===== src/rtl/full_adder.sv =====
// Registered 3:2 compressor row: WIDTH independent full adders, sum/carry
// captured one cycle after a valid input, carry kept at the input bit index.
module full_adder_bit (
  input  logic a,
  input  logic b,
  input  logic c,
  output logic s,
  output logic k
);
  assign s = a ^ b ^ c;
  assign k = (a & b) | (a & c) | (b & c);
endmodule

module full_adder #(
  parameter int WIDTH = 1
) (
  input  logic             clk,
  input  logic             rst,
  input  logic             in_valid,
  input  logic [WIDTH-1:0] a,
  input  logic [WIDTH-1:0] b,
  input  logic [WIDTH-1:0] c,
  output logic [WIDTH-1:0] sum,
  output logic [WIDTH-1:0] carry,
  output logic             out_valid
);
  logic [WIDTH-1:0] s;
  logic [WIDTH-1:0] k;

  for (genvar i = 0; i < WIDTH; i++) begin : g_bit
    full_adder_bit u_bit (
      .a(a[i]),
      .b(b[i]),
      .c(c[i]),
      .s(s[i]),
      .k(k[i])
    );
  end

  // Data only loads on valid, so X on idle inputs never reaches the outputs.
  always_ff @(posedge clk or posedge rst) begin
    if (rst) begin
      sum       <= '0;
      carry     <= '0;
      out_valid <= 1'b0;
    end else begin
      out_valid <= in_valid;
      if (in_valid) begin
        sum   <= s;
        carry <= k;
      end
    end
  end
endmodule


===== config.mk =====
export PLATFORM = sky130hd
export DESIGN_NAME = full_adder
export DESIGN_NICKNAME = d
export VERILOG_FILES = /design/src/rtl/full_adder.sv
export SDC_FILE = /design/constraint.sdc
export NUM_CORES = 1
export LEC_CHECK = 0
export ABC_AREA = 1
export CAP_MARGIN = 20
export CORE_AREA = 5 5 42 44
export DETAILED_ROUTE_END_ITERATION = 16
export DIE_AREA = 0 0 47 49
export MAX_ROUTING_LAYER = met4
export PLACE_DENSITY = 0.31
export SYNTH_ARGS = -nofsm -noshare
export SYNTH_HDL_FRONTEND = slang
export SYNTH_HIERARCHICAL = 1
export SYNTH_SLANG_ARGS = --single-unit

===== constraint.sdc =====
create_clock -name clk -period 1 [get_ports clk]
set_clock_uncertainty 0.2 [all_clocks]
set_input_delay 0.25 -clock clk [delete_from_list [all_inputs] [get_ports clk]]
set_output_delay 0.25 -clock clk [all_outputs]
set_load 0.01 [all_outputs]

# [Yosys cells after proc, flatten, opt, wreduce, memory -nomap -nowiden]
# Index checks and enable logic that the tools add are counted.
[word_totals] output_inout_bits=3 reg_bits=3 elab_cells=10
[op_classes] bitwise=7
[ops] cell="1-bit bitwise AND" n=3
[ops] cell="1-bit bitwise OR" n=2
[ops] cell="1-bit XOR" n=2

# [Depth between registers and ports, before layout]
[logic_depth] ltp_word=3 mapped_depth=3 depth_no_buf=3

# [Modules after synthesis]
# The synthesis kept the hierarchy.
[modules_own_cells] module="full_adder" n_inst=1 cells_each=11 area_per_inst_um2=105.1 seq_area_each_um2=75.1
[modules_own_cells] module="full_adder_bit" n_inst=1 cells_each=1 area_per_inst_um2=20.0 seq_area_each_um2=0.0

# [Least setup slack after synthesis]
# No wires, ideal clock.
[synth_path] path_kind="input -> register" from="input port a" to="register sum" arrival_time_ns=0.855 slack_ns=-0.120 required_ns=0.735 setup_ns=0.065 stages=3 n_path_buf=0 cell_sequence="fa_1 nand2_1 nand2_1"
[synth_via] elab_chain_cells=2
[synth_rtl] item="from (decl)" line="20" source="input logic [WIDTH-1:0] a,"
[synth_rtl] item="1-bit XOR (2 in a row)" line="10" source="assign s = a ^ b ^ c;"
[synth_rtl] item="to (signal assigned)" line="49" source="sum <= s;"
[synth_rtl] item="to (decl)" line="23" source="output logic [WIDTH-1:0] sum,"
# Every way passes these cells.
# A chain may end at the register's enable or synchronous reset.

# [Worst setup path after layout]
[layout_path] from="register sum" to="output port sum"
# No word-level cell between the ends.

==> impl_metrics.yaml <==
status:
  status: "finished with violations"
  violations: "hold timing, setup timing"
global_route:
  antenna_found_initial: 0
  grt_pass1_wl_um: 565
  track_usage_pct: 4.348
  first_global_vias: 149
  grt_max_degree: 5
  grt_overflow_total: 0
setup_path:
  path_buf_inv: 1
  cp_top_family: "flip-flops"
  crit_slowest_cell: "dfrtp_1"
  critPathMaxFanout: 2
  startpoint_type: "flop"
  critPathKind: "reg2out"
  required_ns: 0.55
  crit_chain: "buf_2"
  cp.arrival_ns: 0.74
  cp-end-kind: "output port"
  max_stage_delay_ns: 0.37
synth:
  yosysTopAreaCell: "dfrtp_1"
  synthesis.nets: 19
  syn_inst: 12
  synth_seq_area_share_pct: 60.00
  ys_seq_elements: 3
  yosys_warnings: 6
  synth_cell_types: 4
  syn_area_um2: 125.1
  synthTopCellsByArea: "dfrtp_1, nand2_1, fa_1"
  avgSynthCellArea_um2: 10.43
  netlist.area_leader.share_pct: 60.00
timing:
  rsz0062_at_grt: "yes"
  setup_ws_ns: -0.1884
  whs_ns: -0.01312
  slew_violations: 0
  worst_slew_pin_slew_ns: 0.1211
  finalSetupViolCount: 4
  relSlewSlack_pct: 91.93
  min_period_over_period_pct: 118.8
  fmax_mhz: 841.5
  post-route-min-period_ns: 1.188
  finalHoldViolations: 3
floorplanning:
  num_rows: 14
  design.core.area_um2: 1401
  start_util_pct: 8.929
  num_io_pins: 9
  die_area_um2: 2303
  die_h_um: 49
  die_w_um: 47
worst_hold_path:
  hold_path.class: "in2async"
clocking:
  clock_sinks: 3
  cts_tree: "yes"
  cts_buffer_depth: 2
  path_clk_slew_ns: 0.04
  clock-root-buffer: "clkbuf_4"
  htree_levels: 1
  worst_skew_pair.late_latency_ns: 0.23
  cts_buffers: 3
routing:
  drt_pass1_iterations: 2
  ant_nets: 0
  routed-via-count: 122
  drt_iter0_drc: 2
  post_drt_wl_per_cell_um: 7.186
  routed_via_density: 2.837
  route.detailed.drc: 0
  wl_um: 309
cells_and_area:
  nFillCells: 167
  final_net_count: 35
  area_delta_synth_final_pct: 104.0
  final_core_util_pct: 18.21
  mostFrequentLayoutCells: "nand2_1, buf_2, dfrtp_1, clkbuf_4, buf_4"
  drive_gt1_share_pct: 44.44
  antenna_cells: 0
  layout.cell_area.non_filler_um2: 255.2
  final_common_cell: "nand2_1"
power_and_ir_drop:
  power.density_nw_per_um2: 1693
  worst_ir_drop_vdd_mv: 0.2981
  total_power_mw: 0.4321
  leakagePower_nw: 0.1389
placed_design:
  portBuffers: 8
  post_dp_cell_area_um2: 232.7
  place_ws_ns: -0.5971
  gp_congestion: 0.6587
flow_run:
  drv_cap: 0
[worst reg2reg max path, cell delays in order (launching register included)]
cell	delay, ns
dfrtp_1	0.37
buf_4	0.13
buf_4	0.12
nand2_1	0.05
nand2_1	0.05
[layout make-up]
type                    instances  area, um^2  share of cell area, %
multi-input cells               7       42.54                  16.67
repair buffers                 11       83.83                  32.84
well taps                      16       20.02                  7.843
inverters                       2       7.507                  2.941
flip-flops and latches          3       75.07                  29.41
clock buffers                   4       26.28                  10.29
[state kept, by name, indices dropped and copies added, names as in the netlist]
signal     count
carry          1
sum            1
out_valid      1
[metal layers]
layer  global-route usage, %  vias up  wire [um]
li1                        -       63          -
met1                   3.778       46        118
met2                   4.072       11         94
met3                   4.797        2         81
met4                   5.530        0         14
met5                       -        -          0
[cell usage after synthesis (all sizes together)]
| cell type | n |
|---|---|
| fa | 1 |
| inv | 2 |
| nand2 | 6 |
| dfrtp | 3 |
[power breakdown]
part	switching, mW	total, mW	leakage (nW)	internal [mW]
sequential	0.00558	0.140	0.0360	0.135
clock	0.0602	0.210	0.0150	0.149
combinational	0.0324	0.0823	0.0879	0.0499
total	0.0982	0.432	0.139	0.334
[final timing paths]
check	startpoint	end	slack (ns)	cells after the start
hold reg to reg	carry	carry	0.34	3
hold / removal	rst	sum	-0.01	2
max in group asynchronous	rst	out_valid	0.48	2
min in group clk	in_valid	out_valid	0.12	1
setup reg to reg	sum	sum	-0.02	4
setup / recovery	sum	sum	-0.19	1
[through the flow]
stage               TNS (ns)  instances
global placement      -2.100         37
global route         -0.6807         43
CTS                  -0.5574         42
finish               -0.5458         43
detailed placement    -2.128         37
floorplan            -0.1807         12
[cells by family (layout without fill, tap and decap cells)]
logic type / count (synthesis) / count (layout) / share of synthesized area (%)
flops: 3 / 3 / 60.00
fa+ha+maj: 1 / 1 / 16.00
buf+inv: 2 / 17 / 6.002
simple gates: 6 / 6 / 18.00
[what timing repair did]
action | 4_1_cts | 5_1_grt
resized for setup | 25 | 1
setup endpoints to repair | 5 | 4
endpoints found under the hold margin | 3 | 0
setup buffers | 1 | 1
pin swaps | 2 | 0
No activity file was read; power rests on OpenSTA's default activity.
